$ cat src/rtl/fetch_unit.sv
// fetch_unit: sequential word fetcher feeding an IF/ID register with handshake.
// Ports: clock, reset(n), readAddress/instruction to imem, redirect/redirect_pc,
//   if_valid/if_ready/if_instruction/if_pc to decode, done. Trace: FETCH_TRACE_EN.
module fetch_unit #(
  parameter int unsigned PROG_WORDS = 6,
  parameter logic [31:0] RESET_PC   = '0
) (
  input  logic        clock,
  input  logic        reset,
  output logic [31:0] readAddress,
  input  logic [31:0] instruction,
  input  logic        redirect,
  input  logic [31:0] redirect_pc,
  output logic        if_valid,
  input  logic        if_ready,
  output logic [31:0] if_instruction,
  output logic [31:0] if_pc,
  output logic        done
);

  typedef enum logic [1:0] {IDLE, RUN, DRAIN} state_t;

  localparam logic [31:0] LIMIT = 32'(PROG_WORDS);

  state_t      state;
  state_t      state_n;
  logic [31:0] pc;
  logic [31:0] pc_n;
  logic [31:0] pc_inc;
  logic        valid_n;
  logic        load;
  logic        take;

  function automatic logic in_range(input logic [31:0] a);
    return a < LIMIT;
  endfunction

  assign pc_inc      = pc + 32'd1;
  assign readAddress = pc;
  assign load        = (state == RUN) && (!if_valid || if_ready);
  assign done        = (state == DRAIN) && !if_valid;

  always_comb begin
    state_n = state;
    pc_n    = pc;
    valid_n = if_valid;
    take    = 1'b0;
    unique case (state)
      IDLE: begin
        pc_n    = RESET_PC;
        state_n = in_range(RESET_PC) ? RUN : DRAIN;
      end
      RUN: begin
        if (redirect) begin
          pc_n    = redirect_pc;
          valid_n = 1'b0;
          state_n = in_range(redirect_pc) ? RUN : DRAIN;
        end else if (load) begin
          take    = 1'b1;
          valid_n = 1'b1;
          pc_n    = pc_inc;
          if (!in_range(pc_inc))
            state_n = DRAIN;
        end else if (if_valid && if_ready) begin
          valid_n = 1'b0;
        end
      end
      DRAIN: begin
        // Only an in-range target may restart fetch.
        if (redirect && in_range(redirect_pc)) begin
          pc_n    = redirect_pc;
          valid_n = 1'b0;
          state_n = RUN;
        end else if (if_valid && if_ready) begin
          valid_n = 1'b0;
        end
      end
      default: state_n = IDLE;
    endcase
  end

  always_ff @(posedge clock or negedge reset) begin
    if (!reset)
      state <= IDLE;
    else
      state <= state_n;
  end

  always_ff @(posedge clock or negedge reset) begin
    if (!reset) begin
      pc             <= RESET_PC;
      if_valid       <= 1'b0;
      if_instruction <= '0;
      if_pc          <= '0;
    end else begin
      pc       <= pc_n;
      if_valid <= valid_n;
      if (take) begin
        if_instruction <= instruction;
        if_pc          <= pc;
      end
    end
  end

`ifdef FETCH_TRACE_EN
  logic redir_go;
  assign redir_go = redirect &&
    ((state == RUN) || ((state == DRAIN) && in_range(redirect_pc)));

  always @(posedge clock) begin
    if (reset && take)
      $display("%0t fetch pc=%0d instr=%b", $time, pc, instruction);
    if (reset && redir_go)
      $display("%0t redirect pc %0d -> %0d", $time, pc, redirect_pc);
  end
`endif

endmodule
$ cat config.mk
export PLATFORM = sky130hd
export DESIGN_NAME = fetch_unit
export DESIGN_NICKNAME = d
export VERILOG_FILES = /design/src/rtl/fetch_unit.sv
export SDC_FILE = /design/constraint.sdc
export NUM_CORES = 1
export LEC_CHECK = 0
export CAP_MARGIN = 5
export CORE_ASPECT_RATIO = 1.4
export CORE_MARGIN = 2
export CORE_UTILIZATION = 50
export CTS_CLUSTER_SIZE = 16
export DETAILED_ROUTE_END_ITERATION = 16
export PLACE_DENSITY = 0.85
export SKIP_CTS_REPAIR_TIMING = 1
export SYNTH_ARGS = -nofsm -noshare
export SYNTH_HDL_FRONTEND = slang
export SYNTH_SLANG_ARGS = --single-unit
$ cat constraint.sdc
create_clock -name clock -period 4.5 [get_ports clock]
set_input_delay 0.9 -clock clock [delete_from_list [all_inputs] [get_ports clock]]
set_output_delay 0.9 -clock clock [all_outputs]
set_load 0.03 [all_outputs]
* Word-level counts from Yosys, hierarchy flattened
Cells that the tools add are included.
** Cells by class
- Multiplexer cells :: 18
- $lt $le $gt $ge :: 2
- Add/subtract/negate cells :: 1
- Eq/ne operators :: 5
- Reduce and logical (&&, ||, !) cells :: 11
** Operators with widths (number)
- two-way mux 32 bit :: 3
- one-hot mux 32 bit (3 select lines) :: 1
- < comparator 32 x 3 -> 1 bit, second input constant :: 2
- adder 32 x 1 -> 32 bit, second input constant :: 1
- two-way mux 2 bit :: 5
- two-way mux 1 bit :: 7
- != test 3 bit, second input constant :: 2
- one-hot mux 2 bit (3 select lines) :: 1
- AND reduction 3 bit :: 2
- logical AND 1 bit :: 4
- nonzero test 3 bit :: 1
- equality test 2 x 1 -> 1 bit, second input constant :: 1
- equality test 2 bit, second input constant :: 1
- logical NOT 2 bit :: 1
- != test 2 x 1 -> 1 bit, second input constant :: 1
- one-hot mux 1 bit (2 select lines) :: 1
- nonzero test 2 bit :: 1
- logical NOT 1 bit :: 1
- logical OR 1 bit :: 1
** Word-level totals
- Input port bits :: 68
- Register bits after elaboration :: 99
- Word-level logic and storage cells :: 42

* Longest topological paths before layout
- Depth after elaboration :: 6
- Depth in mapped cells :: 10
- Gate-level depth less buffers :: 8

* Worst setup path after synthesis
OpenSTA, ideal clock, no wires.
- Kind :: flip-flop to flip-flop
- Start point :: register pc[0] (netlist: readAddress[0])
- End point :: register state[0]
- Data required time :: 4.366 ns
- Arrival time :: 2.830 ns
- Path slack :: 1.537 ns
- Cell stages (with the launch flop) :: 11
- Cells stage by stage :: dfrtp_1 -> ha_1 -> buf_1 -> and4_1 -> clkbuf_1 -> mux2_2 -> nor3_1 -> o211ai_1 -> or4_1 -> o31ai_1 -> nand3_1
** On the way
- Longest elaborated chain between the ends :: 4
** Ends and longest elaborated chain
- start: declaration :: RTL line 27 : logic [31:0] pc;
- start signal: assignment :: RTL line 96 : pc <= pc_n;
- adder 32 x 1 -> 32 bit :: RTL line 38 : assign pc_inc = pc + 32'd1;
- < comparator 32 x 3 -> 1 bit :: RTL line 35 : return a < LIMIT;
- != test 3 bit (no line)
- AND reduction 3 bit (no line)
- end signal: assignment :: RTL line 86 : state <= state_n;
- end: declaration :: RTL line 25 : state_t state;
Every way passes these cells.
A chain may end at the register's enable or synchronous reset.

* Worst setup path after layout
- Start point :: register state[0]
- End point :: output done
** On the way
- Longest elaborated chain between the ends :: 2
** Ends and longest elaborated chain
- equality test 2 bit :: RTL line 41 : assign done = (state == DRAIN) && !if_valid;
- logical AND 1 bit :: RTL line 41
- end: declaration :: RTL line 18 : output logic done
Every way passes these cells.

==> impl_metrics.toml <==
[worst_hold_path]
min_path_cells = 2
hold_start = "if_pc[18]"
hold_end = "if_pc[18]"
hold_class = "reg2reg"

[sta]
drv_slew = 0
fmaxAchievable_mhz = 298
report.final.setup_viol = 0
fin_crit_sh = 0.745
tightest_slew_ps = 927
max_slew_margin = 0.374
hold_viol = 0
setup_tns_ps = 0
timing.hold.ws_ps = 477
fin_crit_ps = 3350
clock_skew_ps = 7.47
rsz0062_at_grt = "no"

[power]
power_switching_share = 0.464
power.internal_w = 0.00302
power_leakage_nw = 2.95
combPwrFrac = 0.552
ir_drop_v = 0.000425
seq_power_share = 0.314
net-switching-power_w = 0.00262
finalPower_w = 0.00564
p_per_area_nw_per_um2 = 765
p_clk_frac = 0.134

[setup_path]
rrSetupSlack_ps = 1210
required_ps = 3600
worstReg2RegEnd = "state[0]"
ff2ff_path_depth = 7
rr_startpoint = "readAddress[4]"
end_kind = "primary output"
crit_start = "state[0]"
critical_path.max_fanout = 15
worstPathArrival_ps = 2450
startpoint_type = "flop"
critPathKind = "reg2out"

[yosys]
syn_inst = 544
yosysTopAreaCell = "dfrtp_1"
avgSynthCellArea_um2 = 9.96
ys_seq_area_frac = 0.457
synth_top_area_frac = 0.457
yosysMostFrequentCell = "dfrtp_1"
synth-main-ff-cell = "dfrtp_1"
async_reset_ff_frac = 1.00
ys_types = 57
syn_nets = 617
ys_seq_elements = 99
syn_area_um2 = 5420
synth_area_leaders = "dfrtp_1, mux2_2, o21ai_0"
synth-edff-count = 0
ys_warn_count = 0
synth_common_cells = "dfrtp_1, mux2_2, o21ai_0"

[placed_design]
port-buffer-count = 165
dp_hpwl_um = 12400
gp_congestion = 0.970

[drt]
detail-route-antenna-nets = 0
post-route-drc-count = 0
routed_wl_um = 16800
wl_per_cell_um = 20.2
drt_iter0_markers = 454
vias = 5143
vias_per_cell = 6.20
drtPass1Iterations = 5

[floorplan]
fp.dieW_um = 92.0
die_area_um2 = 11700
coreArea_um2 = 10700
pin_count = 166
fp-row-count = 45
initial_core_util = 0.506
die_h_um = 127

[global_routing]
antenna_found_initial = 0
globalRouteOverflowTotal = 0
grt_max_degree = 72
grt_pass1_wl_um = 26600
grt_usage = 0.290
met1_usage = 0.340
grt_pass1_vias = 5138
grt_use_met3 = 0.0660
grt_util_met2 = 0.493
gr-max-usage-layer = "met2"

[job]
cap_violations = 0

[outcome]
status = "completed"

[clock_tree]
cts_tree = "done"
clk_latency_ps = 350
path_clk_slew_ps = 60
cts_root_buffer = "clkbuf_16"
cts_max_path_buffers = 2
htreeDepth = 3
numCtsBuffers = 9
numClockSinks = 99

[layout]
diodes = 0
nets = 758
drive_above_1_share = 0.149
area_growth_pct = 35.9
[final cells by class]
| cell class | count | area [um2] |
|---|---|---|
| Fill cell | 831 | 3330 |
| Multi-Input combinational cell | 392 | 2670 |
| Sequential cell | 99 | 2480 |
| Timing Repair Buffer | 174 | 1720 |
| Clock buffer | 11 | 233 |
| Tap cell | 141 | 176 |
| Clock inverter | 4 | 52.6 |
| Inverter | 9 | 33.8 |
[power groups by stage]
stage | logic, W | registers (W) | clock network (W)
finish | 0.00311 | 0.00177 | 0.000753
detailed placement | 0.00308 | 0.00177 | 0
global placement | 0.00303 | 0.00175 | 0
floorplan | 0.00128 | 0.00231 | 0
CTS | 0.00310 | 0.00176 | 0.000770
global route | 0.00329 | 0.00183 | 0.000806
[how the worst max path moves through the flow]
| stage | to | slack (ps) | depth (start not counted) |
|---|---|---|---|
| finish | done | 1150 | 5 |
| CTS | done | 1170 | 5 |
| global placement | readAddress[9] | 970 | 8 |
| floorplan | state[0] | 1540 | 10 |
| global route | done | 970 | 5 |
| detailed placement | readAddress[21] | 900 | 8 |
[stage by stage]
stage | utilization | cells | area (um2) | setup WS [ps]
after CTS | 0.688 | 830 | 7360 | 1170
final | 0.688 | 830 | 7360 | 1150
after global placement | 0.662 | 815 | 7080 | 972
after floorplan | - | 544 | 5420 | 1540
after global routing | 0.688 | 830 | 7360 | 974
after detailed placement | 0.662 | 815 | 7080 | 899
[flip-flops by register name, summed over array words and instances (netlist names)]
register,cells
if_instruction,32
if_pc,32
readAddress,32
state,2
if_valid,1
[critical path: stages (launching register included)]
cell and delay, ps:
dfrtp_1 420, inv_1 130, ha_1 550, inv_1 190, nor2_1 140, clkdlybuf4s50_1 680
[placed cells by master, fill, tap and decap left out, types with 3 or more instances in the layout]
cell type	synthesis	layout
a21oi_1	20	20
a22oi_1	16	16
a32oi_1	3	3
and3_1	6	6
and4_1	4	4
buf_4	2	10
clkbuf_16	0	9
clkdlybuf4s50_1	0	164
dfrtp_1	99	99
ha_1	5	5
inv_1	9	9
mux2_2	64	64
nand2_1	49	48
nand2b_1	5	5
nand3_1	17	17
nand4_1	25	25
nor2_1	24	24
nor3_1	18	18
nor4_1	16	16
o211ai_1	3	3
o21ai_0	52	52
o22ai_1	5	5
o31ai_1	6	6
or2_2	4	4
or4_1	5	5
or4_2	4	4
xnor2_1	8	8
xor2_1	4	4
[per-layer routing]
metal,part of all wire,up-vias
li1,-,2306
met1,0.38,2447
met2,0.49,333
met3,0.088,57
met4,0.045,0
met5,0,-
[kinds of logic after synthesis]
group	synth area share
and+or+nand+nor	0.186
AOI/OAI and AO/OA	0.139
DFF	0.457
muxes	0.137
buffers and inverters	0.0494
xor gates and xnor gates	0.0194
adders and majority gates	0.0116
Note: power is estimated with default switching activity, not from simulation.
